===== config.mk =====
export PLATFORM = sky130hd
export DESIGN_NAME = cacheline_adaptor
export DESIGN_NICKNAME = d
export VERILOG_FILES = /design/src/rtl/mem_if_pkg.sv /design/src/rtl/cacheline_adaptor.sv
export SDC_FILE = /design/constraint.sdc
export NUM_CORES = 2
export LEC_CHECK = 0
export CORE_AREA = 3 3 274 276
export DETAILED_ROUTE_END_ITERATION = 8
export DIE_AREA = 0 0 277 279
export GPL_TIMING_DRIVEN = 0
export PLACE_DENSITY = 0.65
export SYNTH_ARGS = -nofsm -noshare
export SYNTH_HDL_FRONTEND = slang
export SYNTH_SLANG_ARGS = --single-unit

===== constraint.sdc =====
create_clock -name clk -period 3 [get_ports clk]
set_input_delay 0.6 -clock clk [delete_from_list [all_inputs] [get_ports clk]]
set_output_delay 0.6 -clock clk [all_outputs]
set_load 0.005 [all_outputs]

===== src/rtl/mem_if_pkg.sv =====
// Shared memory-interface definitions for the cacheline adaptor and the cache
// controllers that sit above it.
//   LINE_W_DEF / BURST_W_DEF / ADDR_W_DEF : default bus widths
//   NBEATS / OFFSET_W                     : constants derived from the defaults
//   adaptor_state_t                       : adaptor FSM states
package mem_if_pkg;

    localparam int unsigned LINE_W_DEF  = 256;
    localparam int unsigned BURST_W_DEF = 64;
    localparam int unsigned ADDR_W_DEF  = 32;

    // Beats per line and byte-offset bits of a line address at default widths.
    localparam int unsigned NBEATS   = LINE_W_DEF / BURST_W_DEF;
    localparam int unsigned OFFSET_W = $clog2(LINE_W_DEF / 8);

    // Same encoding style as the cache controllers.
    typedef enum int unsigned {
        IDLE,
        RD,
        RD_DONE,
        WR,
        WR_DONE
    } adaptor_state_t;

endpackage : mem_if_pkg


===== src/rtl/cacheline_adaptor.sv =====
// Cacheline <-> burst adaptor.
// Turns a whole-line read/write from the victim cache into a fixed-length burst
// on the memory bus, and reassembles read beats into a line. One transaction at
// a time; a single line register holds either the write data or the partially
// assembled read line.
// Ports:
//   clk, rst               : clock, synchronous active-high reset
//   read_i, write_i        : line requests, held until resp_o
//   address_i, line_i      : line address and write data
//   line_o, resp_o         : assembled read line, one-cycle completion pulse
//   read_o, write_o        : burst requests to memory
//   address_o              : line-aligned burst address
//   burst_o                : current write beat
//   burst_i, resp_i        : read beat and per-beat strobe from memory
module cacheline_adaptor
    import mem_if_pkg::*;
#(
    parameter int unsigned LINE_W  = LINE_W_DEF,
    parameter int unsigned BURST_W = BURST_W_DEF,
    parameter int unsigned ADDR_W  = ADDR_W_DEF
) (
    input  logic               clk,
    input  logic               rst,
    input  logic               read_i,
    input  logic               write_i,
    input  logic [ADDR_W-1:0]  address_i,
    input  logic [LINE_W-1:0]  line_i,
    output logic [LINE_W-1:0]  line_o,
    output logic               resp_o,
    output logic               read_o,
    output logic               write_o,
    output logic [ADDR_W-1:0]  address_o,
    output logic [BURST_W-1:0] burst_o,
    input  logic [BURST_W-1:0] burst_i,
    input  logic               resp_i
);

    localparam int unsigned BEATS = LINE_W / BURST_W;
    localparam int unsigned OFF_W = $clog2(LINE_W / 8);
    localparam int unsigned CNT_W = $clog2(BEATS);

    localparam logic [CNT_W-1:0]  LAST_BEAT = CNT_W'(BEATS - 1);
    localparam logic [ADDR_W-1:0] LINE_MASK = {{(ADDR_W - OFF_W){1'b1}}, {OFF_W{1'b0}}};

    adaptor_state_t     state_q,   state_d;
    logic [CNT_W-1:0]   cnt_q,     cnt_d;
    logic [LINE_W-1:0]  buf_q,     buf_d;
    logic [LINE_W-1:0]  line_q,    line_d;
    logic [BURST_W-1:0] burst_q,   burst_d;
    logic [ADDR_W-1:0]  addr_q,    addr_d;
    logic               read_q,    read_d;
    logic               write_q,   write_d;
    logic               resp_q,    resp_d;

    logic [CNT_W-1:0]   cnt_inc;
    logic [LINE_W-1:0]  buf_merged;
    int unsigned        cur_base;
    int unsigned        nxt_base;

    // Beat addressing helpers: current slot and the slot after it.
    always_comb begin
        cnt_inc    = cnt_q + CNT_W'(1);
        cur_base   = 32'(cnt_q) * BURST_W;
        nxt_base   = 32'(cnt_inc) * BURST_W;
        buf_merged = buf_q;
        buf_merged[cur_base +: BURST_W] = burst_i;
    end

    // State and output registers.
    always_ff @(posedge clk) begin
        if (rst) begin
            state_q <= IDLE;
            cnt_q   <= '0;
            buf_q   <= '0;
            line_q  <= '0;
            burst_q <= '0;
            addr_q  <= '0;
            read_q  <= 1'b0;
            write_q <= 1'b0;
            resp_q  <= 1'b0;
        end else begin
            state_q <= state_d;
            cnt_q   <= cnt_d;
            buf_q   <= buf_d;
            line_q  <= line_d;
            burst_q <= burst_d;
            addr_q  <= addr_d;
            read_q  <= read_d;
            write_q <= write_d;
            resp_q  <= resp_d;
        end
    end

    // Next-state and next-output logic. Bus strobes are computed one cycle
    // ahead so that every output comes straight from a flop.
    always_comb begin
        state_d = state_q;
        cnt_d   = cnt_q;
        buf_d   = buf_q;
        line_d  = line_q;
        burst_d = burst_q;
        addr_d  = addr_q;
        read_d  = 1'b0;
        write_d = 1'b0;
        resp_d  = 1'b0;

        unique case (state_q)
            IDLE: begin
                // Write wins when both requests are present.
                if (write_i) begin
                    addr_d  = address_i & LINE_MASK;
                    buf_d   = line_i;
                    cnt_d   = '0;
                    burst_d = line_i[BURST_W-1:0];
                    write_d = 1'b1;
                    state_d = WR;
                end else if (read_i) begin
                    addr_d  = address_i & LINE_MASK;
                    cnt_d   = '0;
                    read_d  = 1'b1;
                    state_d = RD;
                end
            end

            RD: begin
                read_d = 1'b1;
                if (resp_i) begin
                    buf_d = buf_merged;
                    cnt_d = cnt_inc;
                    if (cnt_q == LAST_BEAT) begin
                        // Publish the completed line together with resp_o.
                        line_d  = buf_merged;
                        read_d  = 1'b0;
                        resp_d  = 1'b1;
                        state_d = RD_DONE;
                    end
                end
            end

            WR: begin
                write_d = 1'b1;
                if (resp_i) begin
                    cnt_d = cnt_inc;
                    if (cnt_q == LAST_BEAT) begin
                        burst_d = '0;
                        write_d = 1'b0;
                        resp_d  = 1'b1;
                        state_d = WR_DONE;
                    end else begin
                        burst_d = buf_q[nxt_base +: BURST_W];
                    end
                end
            end

            RD_DONE, WR_DONE: begin
                state_d = IDLE;
            end

            default: begin
                state_d = IDLE;
            end
        endcase
    end

    assign line_o    = line_q;
    assign resp_o    = resp_q;
    assign read_o    = read_q;
    assign write_o   = write_q;
    assign address_o = addr_q;
    assign burst_o   = burst_q;

endmodule : cacheline_adaptor


==> out/summary.txt <==
CP endpoint kind = register
Die Span Y = 279 um
Cts bufs inserted = 71
Vias in the first global route = 29.59k
Worst Path Required = 3.52 ns
Power consumption = 22.64 mW
VDD IR max = 0.3513 mV
Sequential element share of the synthesized area = 42.55%
Hold buffer count at cts = 0
Achievable frequency = 334.6 MHz
Starting density of the core = 39.46%
Number of placed instances, taps included = 5,018
Post-route minimum period = 2.988 ns
# IOs = 712
Gpl congestion = 0.9993
Vias/cell = 6.011
Initial antenna violation count = 16
DP Area = 36,990 um^2
Layout Cells excl Fill = 5,153
Slew @ Worst Pin = 1.216 ns
First-pass GRT wire length = 205.5 mm
Unrepaired setup endpoints after global routing = yes
Final Core Density = 54.19%
Crit path kind = register to register
Seq. cell area = 12,230 um^2
Status = finished clean
Clock net sink count = 611
Core Box Area = 72,830 um^2
Warnings, synthesis = 0
Share of layout cells above drive strength 1 = 9.704%
Count of final hold-check violations = 0
Distinct cells, synth = 40
Drt wl/cell = 28.27 um
CTS tree = done
DRT iter0 DRCs = 3,558
Layout fillers = 6,947
Synthesized area per cell = 8.570 um^2
Area grow syn2layout = 37.32%
Multi-input logic area = 14,810 um^2
Primary FF master, synth = dfxtp_1
P_leak = 13.88 nW
Detailed Route WL = 145.7 mm
Post-DRT Antenna Nets = 0
Clock latency on the worst-skew pair = 0.62 ns
Crit path arrival time = 3.51 ns
Cell Pwr Density = 573.5 nW/um^2
Yosys reg bits = 611
Drt pass-1 iters = 8
Max FO, Critical Path = 10
Hold slack = 0.3416 ns
Clk slew on worst S/H paths = 0.06 ns
Max-cap violations = 0
Fin nets = 4,495
Post-synthesis async set-or-reset flop share = 0%
GRT overflow = 0
Die ar. = 77,280 um^2
GRT Overall Usage = 35.78%
DP HPWL = 112.5 mm
DRC violations left = 0
Die Wd = 277 um
Worst Hold Class = input pin to register
Rel. slew slack = 18.93%
EDFF count, synth = 0
Crit start category = register
H-tree Lvls = 3
Rows = 99
Fin crit share = 99.61%
Largest net degree at the start of global routing = 20
Synth Instances = 3,354
Slew Limit Fails = 0
Root buffer cell = clkbuf_16
Final instance area = 39,470 um^2
Input/output buffers = 699
Final setup skew = 0.02552 ns
Via count = 30.97k
Cell Area, Synth = 28,740 um^2
CTS max path bufs = 3
Final Setup Violations = 0
## power by group
group / internal (mW) / leakage, nW / total (mW) / switching (mW)
clock network: 5.05 / 1.13 / 8.74 / 3.69
logic: 2.06 / 7.77 / 4.72 / 2.66
registers: 8.68 / 4.99 / 9.18 / 0.498
## cell type report
type | count | share of cell area [%]
diodes | 10 | 0.06340
flip-flops and latches | 611 | 30.99
clock inverters | 16 | 0.3075
well taps | 959 | 3.040
plain buffers | 367 | 4.736
multi-input cells | 2376 | 37.53
repair buffers | 702 | 17.82
inverters | 3 | 0.02853
clock buffers | 109 | 5.484
## cell usage after synthesis (2+ instances only)
master    instances  area share [%]
nor2b_1         258             5.6
nor2_1          517             6.8
nand3_1           5           0.087
nor3_4            2            0.11
clkbuf_1        174             2.3
nand2_1         250             3.3
a311oi_1         64             2.0
dfxtp_1         611              43
a21oi_1         287             5.0
clkbuf_4          3           0.078
and2_1            2           0.044
mux4_2           64             5.0
nor3b_1           2           0.052
a22o_1          256             7.8
nor3_1           68             1.2
buf_2           134             2.3
ha_1              6            0.26
o21ai_0          64             1.1
inv_1             2           0.026
buf_6            10            0.39
buf_4            34            0.89
o21a_1           64             1.7
buf_1            13            0.17
a31oi_1         193             4.2
a211oi_1        256             6.7
## worst max-delay path: stages (launching register included)
cell and delay [ns]:
dfxtp_1 0.39, buf_2 0.24, buf_6 0.23, inv_1 0.13, ha_2 0.25, buf_4 0.23
clkbuf_2 0.28, nor2b_1 0.56, a22o_1 0.25, nand2_1 0.06, a311oi_1 0.24
## stage by stage
stage	TNS (ns)	setup slack (ns)
2_1_floorplan	0	0.5907
3_3_place_gp	-192.25	-0.8301
3_5_place_dp	-190.29	-0.8009
4_1_cts	0	0.001908
5_1_grt	0	0.0004932
6_report	0	0.01164
## final timing paths
| kind | startpoint | endpoint | slack [ns] | cells after the start |
|---|---|---|---|---|
| setup reg to reg | cnt_q[0]$_SDFFE_PP0P_ | buf_q[159]$_SDFFE_PP0P_ | 0.01 | 10 |
| setup / recovery | cnt_q[0]$_SDFFE_PP0P_ | buf_q[159]$_SDFFE_PP0P_ | 0.01 | 10 |
| hold reg to reg | address_o[30]$_SDFFE_PP0P_ | address_o[30]$_SDFFE_PP0P_ | 0.45 | 2 |
| hold / removal | resp_i | cnt_q[0]$_SDFFE_PP0P_ | 0.34 | 3 |
## what timing repair did
item,CTS,global route
resized for setup,47,30
endpoints found under the setup margin,571,256
buffers inserted,0,1
## cell families (layout without fill, tap and decap cells)
kind of cell / Yosys count / after routing / share of synthesized area [%]
xor gates and xnor gates: 1 / 1 / 0.03048
other: 1 / 15 / 0.01305
DFF: 611 / 611 / 42.55
buffers and inverters: 371 / 1197 / 6.172
adders and majority gates: 6 / 6 / 0.2612
AOI/OAI and AO/OA: 1188 / 1188 / 28.58
muxes: 64 / 64 / 5.015
and+or+nand+nor: 1112 / 1112 / 17.38
## flip-flops by register name (all words and copies together), names as in the netlist
name / cells
buf_q: 256
resp_o: 1
address_o: 27
state_q: 3
write_o: 1
read_o: 1
cnt_q: 2
line_o: 256
burst_o: 64
## placed cells by master (no fill, tap or decap), types with 19 or more instances in the layout
cell type,Yosys,routed
a211oi_1,256,252
a21oi_1,287,287
a22o_1,256,256
a311oi_1,64,63
a31oi_1,193,189
buf_2,134,122
buf_4,34,43
clkbuf_1,174,169
clkbuf_16,0,75
clkbuf_2,0,19
clkdlybuf4s50_1,0,699
dfxtp_1,611,611
mux4_2,64,64
nand2_1,250,250
nor2_1,517,516
nor2b_1,258,256
nor3_1,68,68
o21a_1,64,64
o21ai_0,64,64
## layer usage
metal  up-vias  global-route usage (%)  routed length [um]
met3       347                   8.528               15590
met5         -                       0                  34
met1     14910                   46.29               57220
met4         4                   18.09                7789
li1      13740                       -                   -
met2      1972                   55.94               65030
Power figures use the tool's default switching activity.
